`config.mk`:
```
export PLATFORM = sky130hd
export DESIGN_NAME = sha_folded_double_core_flat
export DESIGN_NICKNAME = d
export VERILOG_FILES = /design/src/rtl/sha_folded_double_core_if.sv /design/src/rtl/sha_folded_double_core.sv /design/src/flat_wrapper.sv
export SDC_FILE = /design/constraint.sdc
export NUM_CORES = 2
export LEC_CHECK = 0
export ABC_AREA = 1
export BUFFER_PORTS_ARGS = -buffer_cell sky130_fd_sc_hd__buf_2
export CORE_AREA = 3 3 499 501
export CTS_CLUSTER_DIAMETER = 40
export DETAILED_ROUTE_END_ITERATION = 7
export DIE_AREA = 0 0 502 504
export PLACE_DENSITY = 0.64
export SLEW_MARGIN = 20
export SYNTH_ARGS = -nofsm -noshare
export SYNTH_HDL_FRONTEND = slang
export SYNTH_SLANG_ARGS = --single-unit
```
`constraint.sdc`:
```
create_clock -name clk -period 28.2 [get_ports clk]
set_clock_uncertainty 0.15 [all_clocks]
set_input_delay 4.23 -clock clk [delete_from_list [all_inputs] [get_ports clk]]
set_output_delay 4.23 -clock clk [all_outputs]
set_load 0.05 [all_outputs]
```
`src/rtl/sha_folded_double_core_if.sv`:
```
// Job/result bus of the folded double SHA-256 core.
// master: the side that offers jobs and consumes results; slave: the core.
interface sha_folded_double_core_if #(
    parameter int unsigned COUNTW = 8
);
    logic              in_valid;
    logic              in_ready;
    logic [255:0]      in_midstate;
    logic [95:0]       in_tail;
    logic [31:0]       in_nonce;
    logic [COUNTW-1:0] in_count;
    logic              out_valid;
    logic              out_ready;
    logic [255:0]      out_hash;
    logic [31:0]       out_nonce;
    logic              job_done;

    modport master (
        output in_valid, in_midstate, in_tail, in_nonce, in_count, out_ready,
        input  in_ready, out_valid, out_hash, out_nonce, job_done
    );

    modport slave (
        input  in_valid, in_midstate, in_tail, in_nonce, in_count, out_ready,
        output in_ready, out_valid, out_hash, out_nonce, job_done
    );
endinterface

```
`src/rtl/sha_folded_double_core.sv`:
```
// Area-folded double SHA-256 mining core: SHA256(SHA256(header)) from the
// first-block midstate, UNROLL rounds per clock, sweeping in_count nonces
// per job with stride NUMPROCESSORS.
// Optional macro SHA_FOLDED_CORE_SHARE_FILTER_EN: drop every result whose
// H7 word is nonzero instead of presenting it on the result bus.
// Word packing: 256-bit states carry word a / H0 in bits [255:224];
// the 512-bit W window carries W[t] in bits [511:480].
module sha_folded_double_core #(
    parameter int unsigned UNROLL         = 1,
    parameter int unsigned PROCESSORINDEX = 0,
    parameter int unsigned NUMPROCESSORS  = 1,
    parameter int unsigned COUNTW         = 8
) (
    input  logic                    clk,
    input  logic                    rst,
    sha_folded_double_core_if.slave bus
);

    typedef enum logic [2:0] {S_IDLE, S_R1, S_PAD, S_R2, S_FIN, S_OUT} state_t;

    localparam logic [255:0] IV = {
        32'h6a09e667, 32'hbb67ae85, 32'h3c6ef372, 32'ha54ff53a,
        32'h510e527f, 32'h9b05688c, 32'h1f83d9ab, 32'h5be0cd19
    };

    localparam logic [31:0] K_TAB [64] = '{
        32'h428a2f98, 32'h71374491, 32'hb5c0fbcf, 32'he9b5dba5, 32'h3956c25b, 32'h59f111f1, 32'h923f82a4, 32'hab1c5ed5,
        32'hd807aa98, 32'h12835b01, 32'h243185be, 32'h550c7dc3, 32'h72be5d74, 32'h80deb1fe, 32'h9bdc06a7, 32'hc19bf174,
        32'he49b69c1, 32'hefbe4786, 32'h0fc19dc6, 32'h240ca1cc, 32'h2de92c6f, 32'h4a7484aa, 32'h5cb0a9dc, 32'h76f988da,
        32'h983e5152, 32'ha831c66d, 32'hb00327c8, 32'hbf597fc7, 32'hc6e00bf3, 32'hd5a79147, 32'h06ca6351, 32'h14292967,
        32'h27b70a85, 32'h2e1b2138, 32'h4d2c6dfc, 32'h53380d13, 32'h650a7354, 32'h766a0abb, 32'h81c2c92e, 32'h92722c85,
        32'ha2bfe8a1, 32'ha81a664b, 32'hc24b8b70, 32'hc76c51a3, 32'hd192e819, 32'hd6990624, 32'hf40e3585, 32'h106aa070,
        32'h19a4c116, 32'h1e376c08, 32'h2748774c, 32'h34b0bcb5, 32'h391c0cb3, 32'h4ed8aa4a, 32'h5b9cca4f, 32'h682e6ff3,
        32'h748f82ee, 32'h78a5636f, 32'h84c87814, 32'h8cc70208, 32'h90befffa, 32'ha4506ceb, 32'hbef9a3f7, 32'hc67178f2
    };

    function automatic logic [31:0] rotr(input logic [31:0] x, input int unsigned n);
        return (x >> n) | (x << (32 - n));
    endfunction

    function automatic logic [31:0] ssig0(input logic [31:0] x);
        return rotr(x, 7) ^ rotr(x, 18) ^ (x >> 3);
    endfunction

    function automatic logic [31:0] ssig1(input logic [31:0] x);
        return rotr(x, 17) ^ rotr(x, 19) ^ (x >> 10);
    endfunction

    function automatic logic [31:0] bsig0(input logic [31:0] x);
        return rotr(x, 2) ^ rotr(x, 13) ^ rotr(x, 22);
    endfunction

    function automatic logic [31:0] bsig1(input logic [31:0] x);
        return rotr(x, 6) ^ rotr(x, 11) ^ rotr(x, 25);
    endfunction

    function automatic logic [31:0] bswap32(input logic [31:0] x);
        return {x[7:0], x[15:8], x[23:16], x[31:24]};
    endfunction

    // One compression round on the packed a..h state.
    function automatic logic [255:0] sha_round(input logic [255:0] s, input logic [31:0] k,
                                               input logic [31:0] w);
        logic [31:0] a, b, c, d, e, f, g, h, t1, t2;
        {a, b, c, d, e, f, g, h} = s;
        t1 = h + bsig1(e) + ((e & f) ^ (~e & g)) + k + w;
        t2 = bsig0(a) + ((a & b) ^ (a & c) ^ (b & c));
        return {t1 + t2, a, b, c, d + t1, e, f, g};
    endfunction

    // Slide the 16-word schedule window by one, appending W[t+16].
    function automatic logic [511:0] win_shift(input logic [511:0] win);
        logic [31:0] nw;
        nw = ssig1(win[63:32]) + win[223:192] + ssig0(win[479:448]) + win[511:480];
        return {win[479:0], nw};
    endfunction

    function automatic logic [255:0] add8(input logic [255:0] x, input logic [255:0] y);
        logic [255:0] r;
        for (int i = 0; i < 8; i++) begin
            r[32*i +: 32] = x[32*i +: 32] + y[32*i +: 32];
        end
        return r;
    endfunction

    // Second header block: tail words, byte-swapped nonce, padding, 640-bit length.
    function automatic logic [511:0] blk1_win(input logic [95:0] tail, input logic [31:0] nonce);
        return {tail, bswap32(nonce), 32'h80000000, 320'd0, 32'h00000280};
    endfunction

    // Single block of the outer hash: 32-byte digest, padding, 256-bit length.
    function automatic logic [511:0] pad_win(input logic [255:0] h1);
        return {h1, 32'h80000000, 192'd0, 32'h00000100};
    endfunction

    state_t            state_q, state_d;
    logic [5:0]        rnd_q, rnd_d;
    logic [COUNTW-1:0] remain_q, remain_d;
    logic [31:0]       nonce_q, nonce_d;
    logic              job_done_q, job_done_d;
    logic [255:0]      hash_q, hash_d;
    logic [31:0]       onon_q, onon_d;
    logic [255:0]      mid_q, mid_d;
    logic [95:0]       tail_q, tail_d;
    logic [255:0]      wk_q, wk_d;
    logic [511:0]      win_q, win_d;

    logic [255:0]      rnd_state;
    logic [511:0]      rnd_win;
    logic [255:0]      fin_hash;
    logic [31:0]       next_nonce;
    logic [31:0]       first_nonce;
    logic              rnd_last;
    logic              in_ready_w;

    assign in_ready_w    = (state_q == S_IDLE) && !rst;
    assign bus.in_ready  = in_ready_w;
    assign bus.out_valid = (state_q == S_OUT);
    assign bus.out_hash  = hash_q;
    assign bus.out_nonce = onon_q;
    assign bus.job_done  = job_done_q;

    // Folded round datapath: UNROLL chained rounds starting at round rnd_q.
    always_comb begin
        rnd_state = wk_q;
        rnd_win   = win_q;
        for (int u = 0; u < int'(UNROLL); u++) begin
            rnd_state = sha_round(rnd_state, K_TAB[rnd_q + 6'(u)], rnd_win[511:480]);
            rnd_win   = win_shift(rnd_win);
        end
    end

    // Sequencer next-state and datapath load selection.
    always_comb begin
        state_d     = state_q;
        rnd_d       = rnd_q;
        remain_d    = remain_q;
        nonce_d     = nonce_q;
        job_done_d  = 1'b0;
        hash_d      = hash_q;
        onon_d      = onon_q;
        mid_d       = mid_q;
        tail_d      = tail_q;
        wk_d        = wk_q;
        win_d       = win_q;
        fin_hash    = add8(wk_q, IV);
        next_nonce  = nonce_q + 32'(NUMPROCESSORS);
        first_nonce = bus.in_nonce + 32'(PROCESSORINDEX);
        rnd_last    = (rnd_q == 6'(64 - UNROLL));

        unique case (state_q)
            S_IDLE: begin
                if (bus.in_valid && in_ready_w) begin
                    mid_d    = bus.in_midstate;
                    tail_d   = bus.in_tail;
                    remain_d = bus.in_count;
                    nonce_d  = first_nonce;
                    if (bus.in_count == '0) begin
                        job_done_d = 1'b1;
                    end else begin
                        state_d = S_R1;
                        wk_d    = bus.in_midstate;
                        win_d   = blk1_win(bus.in_tail, first_nonce);
                        rnd_d   = 6'd0;
                    end
                end
            end
            S_R1: begin
                wk_d  = rnd_state;
                win_d = rnd_win;
                rnd_d = rnd_q + 6'(UNROLL);
                if (rnd_last) state_d = S_PAD;
            end
            S_PAD: begin
                wk_d    = IV;
                win_d   = pad_win(add8(wk_q, mid_q));
                rnd_d   = 6'd0;
                state_d = S_R2;
            end
            S_R2: begin
                wk_d  = rnd_state;
                win_d = rnd_win;
                rnd_d = rnd_q + 6'(UNROLL);
                if (rnd_last) state_d = S_FIN;
            end
            S_FIN: begin
                hash_d   = fin_hash;
                onon_d   = nonce_q;
                remain_d = remain_q - COUNTW'(1);
`ifdef SHA_FOLDED_CORE_SHARE_FILTER_EN
                if (fin_hash[31:0] != 32'd0) begin
                    // Not a share: skip the result bus and move straight on.
                    if (remain_d != '0) begin
                        nonce_d = next_nonce;
                        wk_d    = mid_q;
                        win_d   = blk1_win(tail_q, next_nonce);
                        rnd_d   = 6'd0;
                        state_d = S_R1;
                    end else begin
                        job_done_d = 1'b1;
                        state_d    = S_IDLE;
                    end
                end else begin
                    state_d = S_OUT;
                end
`else
                state_d = S_OUT;
`endif
            end
            S_OUT: begin
                if (bus.out_ready) begin
                    if (remain_q != '0) begin
                        nonce_d = next_nonce;
                        wk_d    = mid_q;
                        win_d   = blk1_win(tail_q, next_nonce);
                        rnd_d   = 6'd0;
                        state_d = S_R1;
                    end else begin
                        job_done_d = 1'b1;
                        state_d    = S_IDLE;
                    end
                end
            end
            default: state_d = S_IDLE;
        endcase
    end

    // Control and result registers; reset aborts any job in flight.
    always_ff @(posedge clk or posedge rst) begin
        if (rst) begin
            state_q    <= S_IDLE;
            rnd_q      <= 6'd0;
            remain_q   <= '0;
            nonce_q    <= 32'd0;
            job_done_q <= 1'b0;
            hash_q     <= 256'd0;
            onon_q     <= 32'd0;
        end else begin
            state_q    <= state_d;
            rnd_q      <= rnd_d;
            remain_q   <= remain_d;
            nonce_q    <= nonce_d;
            job_done_q <= job_done_d;
            hash_q     <= hash_d;
            onon_q     <= onon_d;
        end
    end

    // Job data and working state; only meaningful once the sequencer loads them.
    always_ff @(posedge clk) begin
        mid_q  <= mid_d;
        tail_q <= tail_d;
        wk_q   <= wk_d;
        win_q  <= win_d;
    end

endmodule

```
`src/flat_wrapper.sv`:
```
// flat-port wrapper written by rule: the top's interface ports become plain ports
module sha_folded_double_core_flat 
#(
    parameter int unsigned UNROLL         = 1,
    parameter int unsigned PROCESSORINDEX = 0,
    parameter int unsigned NUMPROCESSORS  = 1,
    parameter int unsigned COUNTW         = 8
)
  (clk, rst, bus_in_valid, bus_in_midstate, bus_in_tail, bus_in_nonce, bus_in_count, bus_out_ready, bus_in_ready, bus_out_valid, bus_out_hash, bus_out_nonce, bus_job_done);
  sha_folded_double_core_if #(.COUNTW(COUNTW)) bus_i ();
  input  logic clk;
  input  logic rst;
  input wire logic [$bits(bus_i.in_valid)-1:0] bus_in_valid;
  input wire logic [$bits(bus_i.in_midstate)-1:0] bus_in_midstate;
  input wire logic [$bits(bus_i.in_tail)-1:0] bus_in_tail;
  input wire logic [$bits(bus_i.in_nonce)-1:0] bus_in_nonce;
  input wire logic [$bits(bus_i.in_count)-1:0] bus_in_count;
  input wire logic [$bits(bus_i.out_ready)-1:0] bus_out_ready;
  output wire logic [$bits(bus_i.in_ready)-1:0] bus_in_ready;
  output wire logic [$bits(bus_i.out_valid)-1:0] bus_out_valid;
  output wire logic [$bits(bus_i.out_hash)-1:0] bus_out_hash;
  output wire logic [$bits(bus_i.out_nonce)-1:0] bus_out_nonce;
  output wire logic [$bits(bus_i.job_done)-1:0] bus_job_done;
  assign bus_i.in_valid = bus_in_valid;
  assign bus_i.in_midstate = bus_in_midstate;
  assign bus_i.in_tail = bus_in_tail;
  assign bus_i.in_nonce = bus_in_nonce;
  assign bus_i.in_count = bus_in_count;
  assign bus_i.out_ready = bus_out_ready;
  assign bus_in_ready = bus_i.in_ready;
  assign bus_out_valid = bus_i.out_valid;
  assign bus_out_hash = bus_i.out_hash;
  assign bus_out_nonce = bus_i.out_nonce;
  assign bus_job_done = bus_i.job_done;
  sha_folded_double_core #(.UNROLL(UNROLL), .PROCESSORINDEX(PROCESSORINDEX), .NUMPROCESSORS(NUMPROCESSORS), .COUNTW(COUNTW)) u_core (.clk(clk), .rst(rst), .bus(bus_i));
endmodule
```
Word-level counts from Yosys, hierarchy flattened. Memory sizes are Yosys's and may differ from the RTL's. Cells that the tools add are included.

Register bits: 1458. Logic and storage cells: 132. Bits in latches: 0. Bits in read-only memories: 2048. Bits in writable memories: 0. Output and inout bits: 291. Memories: 1. Input port bits: 396.

Memories: (name not given) (depth 64, width 32, rd ports 1, clocked after memory_dff 0, write ports 0, RTL line sha_folded_double_core.sv:128) `rnd_state = sha_round(rnd_state, K_TAB[rnd_q + 6'(u)], rnd_win[511:480]);`.

$add $sub $neg: 29. Divide/modulo/power cells: 0. Reductions and logical operators: 15. Bitwise gates (word level): 28. Magnitude comparators: 1. Shift operators: 0. Mux-type cells: 35. Equality and inequality tests: 12. Multiply operators: 0.

Operators with widths (number): two-way mux 512 bit (4); case mux 512 bit (4 select lines) (1); two-way mux 256 bit (4); case mux 256 bit (4 select lines) (1); adder 32 bit (18); bitwise XOR 32 bit (9); AND 32 bit (5); two-way mux 32 bit (5); adder 32 x 31 -> 32 bit, second input constant (3); adder 32 bit, second input constant (3); case mux 32 bit (2 select lines) (1); adder 32 x 1 -> 32 bit, second input constant (1); adder 32 x 29 -> 32 bit, second input constant (1); adder 32 x 30 -> 32 bit, second input constant (1); inverter 32 bit (1); OR 10 x 32 -> 32 bit (1); OR 13 x 32 -> 32 bit (1); OR 14 x 32 -> 32 bit (1); OR 15 x 32 -> 32 bit (1); OR 19 x 32 -> 32 bit (1); OR 21 x 32 -> 32 bit (1); OR 25 x 32 -> 32 bit (1); OR 26 x 32 -> 32 bit (1); OR 30 x 32 -> 32 bit (1); 32 further kinds (53).

Depth between registers and ports, before layout.
Word-level depth: 9. Gate-level depth with buffers: 49. Gate-level depth less buffers: 48.

Worst setup path after synthesis. No wires, ideal clock.

Path kind: in2reg. Start point: input port rst. End point: register u_core.rnd_q[2]. Buffers on the path: 0. Path slack: 2.392 ns. Cell stages on the path: 8. Required time: 27.255 ns. Library setup time: 0.795 ns. Data arrival time: 24.863 ns. Path through: nor3_2 > nand2_2 > inv_2 > nand2_1 > nand2_1 > nand2_1 > inv_1 > o21ai_0.

Longest elaborated chain between the ends: 5.

RTL lines: from (decl) (RTL line flat_wrapper.sv:12) `input logic rst;`; zero test 1 bit (RTL line sha_folded_double_core.sv:116) `assign in_ready_w = (state_q == S_IDLE) && !rst;`; logical AND 1 bit (RTL line sha_folded_double_core.sv:116); logical AND 1 bit (RTL line sha_folded_double_core.sv:153) `if (bus.in_valid && in_ready_w) begin`; inequality test 2 bit (no line); AND reduction 5 bit (no line); to (signal assigned) (RTL line sha_folded_double_core.sv:240) `rnd_q <= rnd_d;`; to (decl) (RTL line sha_folded_double_core.sv:97) `logic [5:0] rnd_q, rnd_d;`.

Every way passes these cells. A chain may end at the register's enable or synchronous reset.

Worst setup path in the final report.
Start point: register u_core.rnd_q[1]. End point: register u_core.wk_q[249], data pin.

Longest elaborated chain between the ends: 8.

RTL lines: inverter 6 -> 7 bit (not written as such) (RTL line sha_folded_double_core.sv:128); memory (64 x 32 bit); two-way mux 32 bit (not written as such) (2 in a row) (RTL line sha_folded_double_core.sv:128); adder 32 bit (2 in a row) (RTL line sha_folded_double_core.sv:66) `t1 = h + bsig1(e) + ((e & f) ^ (~e & g)) + k + w;`; adder 32 bit (RTL line sha_folded_double_core.sv:68) `return {t1 + t2, a, b, c, d + t1, e, f, g};`; case mux 256 bit (4 select lines) (RTL line sha_folded_double_core.sv:151) `unique case (state_q)`; via u_core.wk_d[249] (RTL line sha_folded_double_core.sv:105) `logic [255:0] wk_q, wk_d;`; to (signal assigned) (RTL line sha_folded_double_core.sv:253) `wk_q <= wk_d;`; to (decl) (RTL line sha_folded_double_core.sv:105).

The timed path passes the listed nets, and every way through them passes these cells. The select of a mux whose other input is x is not followed.

==> flow_metrics.py <==
metrics = {
    "worst_setup_path": {
        "crit_type": "reg2reg",
        "cp_slowest_stage_delay_ns": 0.72,
        "cp-end-kind": "register",
        "worst-path-buf-inv": 6,
        "crit_path_frequent_cell": "nand2_1",
        "cp.depth": 35,
        "cpLargestDelayFamily": "adder cells",
        "crit_path_start_kind": "register",
        "slowest_stage": "o311ai_0",
        "cp.arrival_ns": 9.95,
        "r2r_slack_ns": 18.77,
        "rr_endpoint": "u_core.wk_q[249]",
        "crit_fanout": 12,
        "reg2reg_depth": 35,
        "required_ns": 28.72,
        "r2r_start": "u_core.rnd_q[1]",
    },
    "hold_path": {
        "min_path_type": "reg2reg",
        "hold_end": "u_core.win_q[219]",
        "hold_depth": 2,
        "hp-start": "u_core.win_q[187]",
    },
    "global_routing": {
        "grt_pass1_vias": 90100,
        "grt_pass1_wl_um": 686000,
        "grt.overflow.total": 0,
        "grt_start_max_net_pins": 141,
        "grt_usage_pct": 38.2,
        "antenna_found_initial": 97,
    },
    "synth": {
        "async_reset_ff_share_pct": 23.2,
        "synth-simple-area-share_pct": 23.4,
        "synth_top_area_share_pct": 34.3,
        "synth.area.mux_share_pct": 0,
        "yosys.area.top_type": "edfxtp_1",
        "synth.avg_cell_area_um2": 8.09,
        "synth_xor_area_share_pct": 3.48,
        "syn-instance-count": 12100,
        "synth.area.top_cells": "edfxtp_1 34%, nand2_1 12%, dfrtp_1 8.6%, inv_1 5.6%, ha_1 5.1%",
        "syn-cell-area_um2": 98000,
        "ys.flop_type": "edfxtp_1",
        "synth_compound_area_share_pct": 13.6,
        "ys_types": 70,
        "synthAdderAreaFrac_pct": 9.10,
        "synth_top_family_by_area": "simple AND/OR/NAND/NOR gates",
        "yosys_warnings": 0,
        "synth_edf_count": 1120,
        "seq_area_frac_synth_pct": 42.9,
        "synth-seq-cells": 1458,
        "syn_nets": 13100,
    },
    "placement": {
        "placed_cells": 15800,
        "port_buffers": 686,
        "dp_hpwl_um": 398000,
        "gp_congestion": 1.05,
    },
    "layout": {
        "finalNonFillerCells": 16300,
        "nets": 13800,
        "layout-drive-gt1-share_pct": 10.7,
        "areaGrowthSynthToFinish_pct": 17.2,
    },
    "clock_tree": {
        "cts_made_buffers": 288,
        "cts_tree": "built",
        "insertion_delay_ns": 1.00,
        "cts.sinks": 1458,
        "clockBufferDepth": 4,
        "hold_buffers": 0,
        "clkTransAtPathRegs_ns": 0.05,
        "cts_htree_levels": 5,
        "post_cts_buffers": 0,
        "cts_root_buf": "clkbuf_16",
        "cts.repair.resized": 0,
    },
    "route": {
        "dr.pass1.iters": 6,
        "vias": 95700,
        "drtIter0Drc": 12700,
        "viasPerCell": 5.86,
        "totalWireLength_um": 500000,
        "ant_nets": 0,
        "route.detailed.drc": 0,
        "wire_per_inst_um": 30.6,
    },
    "sta": {
        "slew_headroom_pct": 15.9,
        "min_period_ns": 9.43,
        "finalSetupTns_ns": 0,
        "setup_viol": 0,
        "fmax_mhz": 106,
        "rsz0062_at_grt": "no",
        "worstMarginPinSlew_ns": 1.25,
        "hold_violations": 0,
        "fin_hold_ws_ns": 0.316,
        "period_share_pct": 33.4,
        "maxSlewViolCount": 0,
    },
    "die": {
        "die_w_um": 502,
        "fp-row-count": 182,
        "core-area_um2": 245000,
        "die_h_um": 504,
        "ioPinCount": 687,
        "start_util_pct": 40.0,
        "fp.dieArea_um2": 253000,
    },
    "run": {
        "maxCapViolations": 0,
    },
    "outcome": {
        "outcome": "completed",
    },
}
[worst max path at each step]
stage,start,slack [ns],to
6_report,u_core.rnd_q[1],18.77,u_core.wk_q[249]
5_1_grt,u_core.rnd_q[1],18.39,u_core.wk_q[249]
4_1_cts,rst,18.92,bus_in_ready
3_5_place_dp,rst,18.92,bus_in_ready
3_3_place_gp,rst,18.96,bus_in_ready
2_1_floorplan,rst,2.39,u_core.rnd_q[2]
[flip-flops by register name, summed over array words and instances (netlist names)]
name,cells
u_core.bus.out_nonce,32
u_core.bus.out_hash,256
u_core.mid_q,256
u_core.win_q,512
u_core.wk_q,256
u_core.remain_q,8
u_core.nonce_q,32
u_core.bus.job_done,1
u_core.rnd_q,6
u_core.tail_q,96
u_core.state_q,3
[placed cells by master (no fill, tap or decap), types with 58 or more instances in the layout]
cell and n:
inv_1 1471, nand2_1 3054, o211ai_1 116, fa_1 195, edfxtp_1 1120, xnor2_1 152, nand3_1 694, xor2_1 236
clkbuf_16 300, dfrtp_1 336, nand4_1 228, buf_2 686, a31oi_1 172, nand3b_1 58, nor2_1 1208, nor3_1 153
buf_4 131, o21ai_0 775, ha_1 400, a21oi_1 699, a21o_1 59, o2111ai_1 103, diode_2 73
[cells by family (layout without fill, tap and decap cells)]
family / after synthesis / after routing
xor gates and xnor gates: 389 / 389
AOI/OAI and AO/OA: 2271 / 2271
adders and majority gates: 596 / 596
other: 0 / 73
buffers and inverters: 1882 / 2820
DFF: 1458 / 1458
and+or+nand+nor: 5518 / 5518
[cells in the mapped netlist, types with 35 or more instances]
master and count:
a21boi_0 35, a21o_1 59, a21oi_1 699, a22o_1 43, a22oi_1 36, a31oi_1 172
buf_2 144, clkbuf_1 206, dfrtp_1 338, edfxtp_1 1120, fa_1 195, ha_1 400
inv_1 1473, nand2_1 3055, nand3_1 694, nand3b_1 58, nand4_1 228, nor2_1 1210
nor3_1 153, nor4_1 38, o2111ai_1 103, o211ai_1 116, o21ai_0 789, o21bai_1 55
or2_2 46, xnor2_1 152, xor2_1 237
[per-stage QoR]
step	setup WS (ns)	cell area [um^2]	util, %
after floorplan	2.39	98000	-
after global placement	18.96	105000	42.8
after detailed placement	18.92	105000	42.8
after CTS	18.92	115000	46.7
after global routing	18.39	115000	46.8
final	18.77	115000	46.8
[tightest hold or removal path, stage by stage, from the launching register on]
cell,delay (ns)
edfxtp_1,0.32
inv_1,0.04
nor2_1,0.09
[layout make-up]
class	count	area, um^2
fillers	24500	130000
multi-input cells	8774	48600
flip-flops and latches	1458	42100
clock buffers	332	7720
inverters	1489	5640
repair buffers	823	4540
well taps	3220	4030
clock inverters	176	2050
diodes	73	183
[routing by layer]
metal  up-vias  share of wire, %  track usage [%]
li1      42600                 -                -
met1     46000                38             47.8
met2      5800                44             58.4
met3      1365                10             8.37
met4        16               8.5             27.3
met5         -             0.018                0
Power is left out: the tool's default activity adds up to more than one toggle a clock period on the data nets, which glitch-free logic cannot reach.
